$ cat src/rtl/dmx_slot_loader_pkg.sv
// Shared constants and state encodings for the DMX slot loader.
package dmx_slot_loader_pkg;

    // Frame header byte that opens every slot-update frame.
    localparam logic [7:0] SYNC_BYTE = 8'hA5;

    // 12 MHz / 115200 baud.
    localparam int DEF_CLKS_PER_BIT = 104;

    // Idle cycles tolerated between bytes inside a frame (about four byte times).
    localparam int DEF_TIMEOUT_CLKS = 4160;

    // Frame parser states.
    typedef enum logic [2:0] {
        S_CLEAR,
        S_HUNT,
        S_ADDR_HI,
        S_ADDR_LO,
        S_COUNT,
        S_DATA
    } parser_state_t;

    // UART receiver states.
    typedef enum logic [1:0] {
        U_IDLE,
        U_START,
        U_DATA,
        U_STOP
    } uart_state_t;

endpackage

$ cat src/rtl/dmx_slot_loader_uart_rx.sv
// 8N1 UART receiver working on an already-synchronised line. A start bit is
// confirmed at its midpoint, data bits are taken LSB-first at bit midpoints,
// and the stop bit decides between a byte_valid pulse and a ferr pulse.
// The received byte is presented on rx_byte ("byte" is a reserved word).
module dmx_slot_loader_uart_rx
    import dmx_slot_loader_pkg::*;
#(
    parameter int CLKS_PER_BIT = DEF_CLKS_PER_BIT
) (
    input  logic       CLK12,
    input  logic       reset,
    input  logic       rx_sync,
    output logic       byte_valid,
    output logic [7:0] rx_byte,
    output logic       ferr
);

    localparam int            CW        = $clog2(CLKS_PER_BIT);
    localparam logic [CW-1:0] HALF_LAST = CW'(CLKS_PER_BIT / 2 - 1);
    localparam logic [CW-1:0] FULL_LAST = CW'(CLKS_PER_BIT - 1);

    uart_state_t   r_state;
    uart_state_t   w_state_next;
    logic [CW-1:0] r_cnt;
    logic [2:0]    r_bit_idx;
    logic [7:0]    r_shift;
    logic          r_rx_prev;
    logic          w_half_done;
    logic          w_full_done;

    assign w_half_done = (r_cnt == HALF_LAST);
    assign w_full_done = (r_cnt == FULL_LAST);
    assign rx_byte     = r_shift;

    // State register.
    // NOTE: sequential state uses non-blocking assignments so every flop samples pre-edge values.
    always_ff @(posedge CLK12) begin
        if (reset) begin
            r_state <= U_IDLE;
        end else begin
            r_state <= w_state_next;
        end
    end

    // Next-state logic: edge-triggered start, mid-bit glitch check, 8 data bits, stop bit.
    // NOTE: the default assignment first keeps this block free of inferred latches.
    always_comb begin
        w_state_next = r_state;
        case (r_state)
            U_IDLE:  if (r_rx_prev && !rx_sync) w_state_next = U_START;
            U_START: if (w_half_done) w_state_next = rx_sync ? U_IDLE : U_DATA;
            U_DATA:  if (w_full_done && (r_bit_idx == 3'd7)) w_state_next = U_STOP;
            U_STOP:  if (w_full_done) w_state_next = U_IDLE;
            default: w_state_next = U_IDLE;
        endcase
    end

    // Bit-time counter, bit index and LSB-first shift register.
    always_ff @(posedge CLK12) begin
        if (reset) begin
            r_cnt     <= '0;
            r_bit_idx <= '0;
            r_shift   <= '0;
            r_rx_prev <= 1'b1;
        end else begin
            r_rx_prev <= rx_sync;
            if ((r_state == U_IDLE) || (r_state != w_state_next) || w_full_done) begin
                r_cnt <= '0;
            end else begin
                r_cnt <= r_cnt + 1'b1;
            end
            if (r_state == U_IDLE) begin
                r_bit_idx <= '0;
            end else if ((r_state == U_DATA) && w_full_done) begin
                r_shift   <= {rx_sync, r_shift[7:1]};
                r_bit_idx <= r_bit_idx + 1'b1;
            end
        end
    end

    // Outputs: the stop-bit sample produces exactly one of byte_valid or ferr.
    always_comb begin
        byte_valid = 1'b0;
        ferr       = 1'b0;
        if ((r_state == U_STOP) && w_full_done) begin
            byte_valid = rx_sync;
            ferr       = !rx_sync;
        end
    end

endmodule

$ cat src/rtl/dmx_slot_loader.sv
// DMX slot loader: RS232 slot-update frames are parsed into a 512x8 slot
// buffer whose synchronous read port serves the DMX packetizer. After reset
// the whole buffer is swept to zero before frames are accepted.
// Frame: A5, addr_hi (bit 0 only), addr_lo, count (0 = 256), data bytes.
module dmx_slot_loader
    import dmx_slot_loader_pkg::*;
#(
    parameter int CLKS_PER_BIT = DEF_CLKS_PER_BIT,
    parameter int TIMEOUT_CLKS = DEF_TIMEOUT_CLKS
) (
    input  logic       CLK12,
    input  logic       reset,
    input  logic       rx,
    input  logic [9:0] rd_addr,
    output logic [7:0] rd_data,
    output logic       ready,
    output logic       frame_ok,
    output logic       frame_err
);

    localparam int            TW       = $clog2(TIMEOUT_CLKS + 1);
    localparam logic [TW-1:0] TMO_LAST = TW'(TIMEOUT_CLKS - 1);

    logic          r_rx_meta;
    logic          r_rx_sync;
    logic          w_byte_valid;
    logic [7:0]    w_rx_byte;
    logic          w_ferr;

    parser_state_t r_state;
    parser_state_t w_state_next;
    logic          w_frame_err;
    logic          w_in_frame;
    logic          w_timeout;

    logic [8:0]    r_clr_addr;
    logic [8:0]    r_addr;
    logic [8:0]    r_remaining;
    logic [TW-1:0] r_tmo;
    logic          r_we;
    logic [8:0]    r_waddr;
    logic [7:0]    r_wdata;
    logic          r_frame_ok;
    logic          r_frame_err;

    logic          w_mem_we;
    logic [8:0]    w_mem_addr;
    logic [7:0]    w_mem_data;
    logic [7:0]    r_mem [0:511];
    logic [7:0]    r_rd_data;

    // Two-flop synchroniser for the asynchronous RS232 line, parked at idle-high.
    always_ff @(posedge CLK12) begin
        if (reset) begin
            r_rx_meta <= 1'b1;
            r_rx_sync <= 1'b1;
        end else begin
            r_rx_meta <= rx;
            r_rx_sync <= r_rx_meta;
        end
    end

    dmx_slot_loader_uart_rx #(
        .CLKS_PER_BIT(CLKS_PER_BIT)
    ) u_uart_rx (
        .CLK12     (CLK12),
        .reset     (reset),
        .rx_sync   (r_rx_sync),
        .byte_valid(w_byte_valid),
        .rx_byte   (w_rx_byte),
        .ferr      (w_ferr)
    );

    // A frame is open between the sync byte and its last data byte.
    assign w_in_frame = (r_state != S_CLEAR) && (r_state != S_HUNT);
    // A byte arriving on the expiry cycle wins over the timeout.
    assign w_timeout  = w_in_frame && !w_byte_valid && (r_tmo == TMO_LAST);

    // Parser state register.
    always_ff @(posedge CLK12) begin
        if (reset) begin
            r_state <= S_CLEAR;
        end else begin
            r_state <= w_state_next;
        end
    end

    // Parser next-state logic, with line errors and timeouts aborting an open frame.
    always_comb begin
        w_state_next = r_state;
        w_frame_err  = 1'b0;
        case (r_state)
            S_CLEAR: if (r_clr_addr == 9'd511) w_state_next = S_HUNT;
            S_HUNT:  if (w_byte_valid && (w_rx_byte == SYNC_BYTE)) w_state_next = S_ADDR_HI;
            S_ADDR_HI: begin
                if (w_byte_valid) begin
                    if (w_rx_byte[7:1] != '0) begin
                        w_state_next = S_HUNT;
                        w_frame_err  = 1'b1;
                    end else begin
                        w_state_next = S_ADDR_LO;
                    end
                end
            end
            S_ADDR_LO: if (w_byte_valid) w_state_next = S_COUNT;
            S_COUNT:   if (w_byte_valid) w_state_next = S_DATA;
            S_DATA:    if (w_byte_valid && (r_remaining == 9'd1)) w_state_next = S_HUNT;
            default:   w_state_next = S_HUNT;
        endcase
        if (w_in_frame && (w_ferr || w_timeout)) begin
            w_state_next = S_HUNT;
            w_frame_err  = 1'b1;
        end
    end

    // Parser datapath: clear pointer, frame address/count, timeout counter, registered write.
    always_ff @(posedge CLK12) begin
        if (reset) begin
            r_clr_addr  <= '0;
            r_addr      <= '0;
            r_remaining <= '0;
            r_tmo       <= '0;
            r_we        <= 1'b0;
            r_waddr     <= '0;
            r_wdata     <= '0;
            r_frame_ok  <= 1'b0;
            r_frame_err <= 1'b0;
        end else begin
            r_we        <= 1'b0;
            r_frame_ok  <= 1'b0;
            r_frame_err <= w_frame_err;
            if (r_state == S_CLEAR) begin
                r_clr_addr <= r_clr_addr + 1'b1;
            end
            if (!w_in_frame || w_byte_valid) begin
                r_tmo <= '0;
            end else begin
                r_tmo <= r_tmo + 1'b1;
            end
            if (w_byte_valid) begin
                case (r_state)
                    S_ADDR_HI: r_addr[8]   <= w_rx_byte[0];
                    S_ADDR_LO: r_addr[7:0] <= w_rx_byte;
                    S_COUNT:   r_remaining <= (w_rx_byte == 8'h00) ? 9'd256 : {1'b0, w_rx_byte};
                    S_DATA: begin
                        r_we        <= 1'b1;
                        r_waddr     <= r_addr;
                        r_wdata     <= w_rx_byte;
                        r_addr      <= r_addr + 1'b1;
                        r_remaining <= r_remaining - 1'b1;
                        r_frame_ok  <= (r_remaining == 9'd1);
                    end
                    default: ;
                endcase
            end
        end
    end

    // Single write port: the clear sweep owns it while clearing, frame data otherwise.
    assign w_mem_we   = (r_state == S_CLEAR) || r_we;
    assign w_mem_addr = (r_state == S_CLEAR) ? r_clr_addr : r_waddr;
    assign w_mem_data = (r_state == S_CLEAR) ? 8'h00 : r_wdata;

    // Slot RAM write port.
    // NOTE: the array has no reset so it maps to block RAM; the clear sweep zeroes it instead.
    always_ff @(posedge CLK12) begin
        if (w_mem_we) begin
            r_mem[w_mem_addr] <= w_mem_data;
        end
    end

    // Registered read port; returns the pre-write value on a same-address collision.
    always_ff @(posedge CLK12) begin
        if (reset) begin
            r_rd_data <= 8'h00;
        end else if (rd_addr[9]) begin
            r_rd_data <= 8'h00;
        end else begin
            r_rd_data <= r_mem[rd_addr[8:0]];
        end
    end

    // Outputs.
    always_comb begin
        ready     = (r_state != S_CLEAR);
        frame_ok  = r_frame_ok;
        frame_err = r_frame_err;
        rd_data   = r_rd_data;
    end

endmodule

$ cat config.mk
export PLATFORM = sky130hd
export DESIGN_NAME = dmx_slot_loader
export DESIGN_NICKNAME = d
export VERILOG_FILES = /design/src/rtl/dmx_slot_loader_pkg.sv /design/src/rtl/dmx_slot_loader_uart_rx.sv /design/src/rtl/dmx_slot_loader.sv
export SDC_FILE = /design/constraint.sdc
export NUM_CORES = 2
export LEC_CHECK = 0
export CAP_MARGIN = 10
export CORE_MARGIN = 3
export CORE_UTILIZATION = 60
export CTS_CLUSTER_DIAMETER = 60
export DETAILED_ROUTE_END_ITERATION = 7
export PLACE_DENSITY = 0.79
export SETUP_SLACK_MARGIN = 0.4
export SLEW_MARGIN = 40
export SYNTH_ARGS = -nofsm -noshare
export SYNTH_HDL_FRONTEND = slang
export SYNTH_HIERARCHICAL = 1
export SYNTH_SLANG_ARGS = --single-unit
$ cat constraint.sdc
create_clock -name CLK12 -period 37.4 [get_ports CLK12]
set_input_delay 7.48 -clock CLK12 [delete_from_list [all_inputs] [get_ports CLK12]]
set_output_delay 7.48 -clock CLK12 [all_outputs]
set_load 0.01 [all_outputs]
==> summary.md <==
The run finished, with violations left. The checks that failed: DRC. Summing internal, switching and leakage power gives 9.65 mW.

STA puts the critical path data required time at 38.16 ns. In this run the worst path has a maximum fanout of 63. The cell at the root of the clock tree is clkbuf_16.

For the number of distinct library cells after synthesis, the log shows 86. In this run, post-CTS hold repair placed 0 buffers. The I/O pin count is 24, and the maximum number of pins on one net before global-route repair is 215. The analysis attributes to cell leakage a power of 56.6 nW. Sequential cells were found to cover 76.3% of the synthesized design area. The commonest cells after synthesis are 4096 x edfxtp_1, 875 x mux4_2, 638 x nor2_1. Of the available clock period, the critical path in the final layout requires 36.4%. The mean routed wirelength per cell is 36.0 um. After detailed routing, the number of remaining DRC violations is 4. The fraction of final layout cells sized beyond drive strength 1 works out to 22.9%.

Net switching is 21.7% of the power. Global routing finished with a remaining overflow of 0. The max-slew headroom at the worst pin was 31.4%. The count of standard-cell rows is 191, and the number of clock buffers inserted by TritonCTS is 397.

The run gives 4 as the buffer levels on the longest clock path. For this design, the slowest cell found on the critical path is buf_4. After synthesis, the share of flip-flops with an asynchronous set or reset is 0%. The run gives 7.56 mW as the total internal power. The worst hold path begins at r_rx_meta$_SDFF_PP1_.

Once routing completed, OpenROAD measured the worst setup slack at 23.79 ns. The post-layout net count came out at 8266. The Yosys step of the flow raised 6 warnings. Of the total power, the clock network draws 42.0%. The CTS clock-pin slew for the worst setup and hold paths was 0.06 ns; the final hold slack was 0.404 ns. VDD sags by at most 0.0425 mV. Overall global routing resource usage: 31.2%. The final setup violation count came out at 0. In this run the register-to-register setup slack is 32.52 ns. At the end of routability-driven placement, the weighted congestion stood at 0.871.

The number of cells on the worst reg-to-reg path was 8. The initial antenna violation count was 24; the combinational share of power was 5.1%. For the die footprint, the log shows 279000 sq um.

The die is 528 um tall. Summed over all nets, the switching power comes to 2.09 mW. Averaged over all synthesized cells, the footprint is 20.1 sq um. The floorplan core area is 271000 sq um. The fraction of synthesized cell area taken by the top area cell type came out at 75.1%. In this run the cell area of the synthesized design comes to 164000 sq um.

The run gives 4190 as the number of clock sinks. For this run, the slowest stage of the critical path takes 0.76 ns. In this run the power density over the cells is 53.2 nW/um^2. The highest clock frequency the design can meet is 73.5 MHz, and the final critical delay including setup and external delays is 13.61 ns. TritonCTS built the clock tree. Effective utilization at floorplan: 60.4%. Dividing the detail-routed via count by the number of cells gives 7.17.

The post-route antenna net violation count came out at 0. The sort of element at the start of the critical path was an input port. The total of cells resized after clock tree synthesis was 0. The endpoint identified for the worst register-to-register timing path is r_mem[288][1]$_DFFE_PP_. The H-tree was split into 5 levels.

For this run, the leading register cell type out of synthesis is edfxtp_1. The violation count after the first detailed-routing iteration is 14446. The signal on the critical path passes through buf_16, buf_16, buf_4, buf_6, buf_6, buf_4, buf_4, buf_4, mux4_2, mux4_2, nor2_1, nor4_1, and3_1, nand4_1, o211ai_1.

The wire-length estimate of the detail-placed layout is 245000 um. Setup repair after global routing left no endpoint under its margin. Area growth from synthesis to layout: 10.8%. The family of cells with the greatest summed delay on the critical path was buffers and inverters. The final layout contains routed wiring with a total length of 437000 um. The critical path buffer and inverter count was 8. The tools report the start of the worst register-to-register path as r_state[0]$_SDFFE_PP0P_. The relative contribution of sequential cells to total power came out at 52.8%.

For hold timing, the worst endpoint is r_rx_sync$_SDFF_PP1_. The number of setup buffers added after CTS is 0. The cell type with the highest aggregate area in the netlist was edfxtp_1. Yosys attributes the largest share of cell area to edfxtp_1 75%, mux4_2 12%, mux2i_1 2.4%, nor2_1 1.5%, dfxtp_1 1.1%. Across all layers, the routed design uses 87093 vias.

The synthesized design contains 4190 register bits. The tool flagged a number of max-cap violations equal to 0. The type of the worst setup path was in2reg.

For the worst setup path, the data arrival time is 14.36 ns. Counting every instance in the synthesized netlist gives 8157. The count of endpoints failing hold in the final timing report is 0. The most numerous cell type found on the critical path is buf_4.

The number of detailed-routing iterations run before antenna repair is 8. The tools report the source-to-sink clock delay at the later pin of the worst-skew pair as 0.95 ns. The worst clock skew was 0.0590 ns. Timing analysis after detailed placement gives a worst setup slack of 22.98 ns. The aggregate negative setup slack came out at 0 ns. In this run the worst hold path is classified as reg2reg. Number of buffers added on ports: 23. The die is 528 um wide.

The number of flops mapped to enable cells by yosys works out to 4096. The nature of the critical path endpoint is a flop. Most common cell in the netlist: edfxtp_1.

When the netlist entered floorplanning its net count stood at 8179. The number of pins exceeding their max-slew limit in the final report is 0, and the number of cells on the worst hold path is 1. The transition time at the pin with the least slew margin works out to 1.03 ns. The first global-routing pass estimated 624000 um of wire. The run gives 86356 as the number of global-route vias before repair.
-- power by group through the flow --
| stage | sequential (mW) | combinational [mW] | clock (mW) |
|---|---|---|---|
| 2_1_floorplan | 5.19 | 0.282 | 0 |
| 3_3_place_gp | 5.20 | 0.460 | 0 |
| 3_5_place_dp | 5.20 | 0.469 | 0 |
| 4_1_cts | 5.10 | 0.477 | 4.06 |
| 5_1_grt | 5.10 | 0.504 | 4.23 |
| 6_report | 5.10 | 0.497 | 4.06 |
-- worst max-delay path by stage --
stage / startpoint / to / slack [ns] / cells past startpoint
after floorplan: r_state[2]$_SDFFE_PP0P_ / r_mem[0][0]$_DFFE_PP_ / 20.96 / 6
after global placement: rd_addr[0] / rd_data[0]$_SDFF_PP0_ / 22.60 / 14
after detailed placement: rd_addr[0] / rd_data[7]$_SDFF_PP0_ / 22.98 / 14
after CTS: rd_addr[0] / rd_data[7]$_SDFF_PP0_ / 23.84 / 14
after global routing: rd_addr[0] / rd_data[7]$_SDFF_PP0_ / 23.25 / 15
final: rd_addr[0] / rd_data[7]$_SDFF_PP0_ / 23.79 / 15
-- state kept, by name, summed over array words and instances (netlist names), 9 cells and up --
name,count
r_addr,9
r_clr_addr,9
r_mem,4096
r_remaining,9
r_tmo,13
r_waddr,9
-- per-stage QoR --
step           std cells  utilization, %  instance area [sq um]
6_report           12146            66.9                 181000
5_1_grt            12139            66.9                 181000
4_1_cts            12123            66.7                 181000
3_5_place_dp       11403            61.9                 168000
3_3_place_gp       11393            61.7                 167000
2_1_floorplan       8157               -                 164000
-- cell usage in the layout, fill, tap and decap left out, types with 71 or more instances in the layout --
cell type | Yosys | layout
nor2_1 | 638 | 427
clkbuf_16 | 0 | 403
mux2i_1 | 400 | 399
clkbuf_1 | 223 | 72
nor2_2 | 0 | 210
clkinv_2 | 0 | 71
o221ai_1 | 97 | 97
buf_4 | 42 | 109
clkinv_1 | 2 | 80
o21ai_0 | 86 | 78
a21oi_1 | 213 | 210
nand2_1 | 269 | 244
edfxtp_1 | 4096 | 4096
mux4_2 | 875 | 875
a22oi_1 | 169 | 169
dfxtp_1 | 94 | 94
-- metal layers --
metal  up-vias  wire (um)  GRT usage (%)
li1      33896          -              -
met1     44504     146000           41.6
met2      7372     202000           46.7
met3      1305      62100           9.52
met4        16      27400           16.6
met5         -        121              0
-- worst register-to-register path, delay by kind of cell, from the launching register on --
family,cells,cell delay (ns)
DFF,1,0.47
buffers and inverters,2,1.05
and+or+nand+nor,6,2.97
-- cell type report --
class                           instances  area [sq um]
Sequential cell                      4190        125000
Fill cell                           15952         89700
Multi-Input combinational cell       3440         36700
Clock buffer                          486         10500
Tap cell                             3570          4470
Clock inverter                        234          2460
Timing Repair Buffer                  199          2200
Inverter                               16          75.1
Antenna cell                           11          27.5
-- cells by family (layout without fill, tap and decap cells) --
kind of cell               Yosys count  in the layout  synth area share, %
buffers and inverters              527            935                 1.81
and+or+nand+nor                   1245           1245                 3.37
xor gates and xnor gates            21             21                0.112
AOI/OAI and AO/OA                  851            851                 3.59
muxes                             1314           1314                 14.8
DFF                               4190           4190                 76.3
adders and majority gates            9              9               0.0688
other                                0             11                    0
No activity file was read; power rests on OpenSTA's default activity.
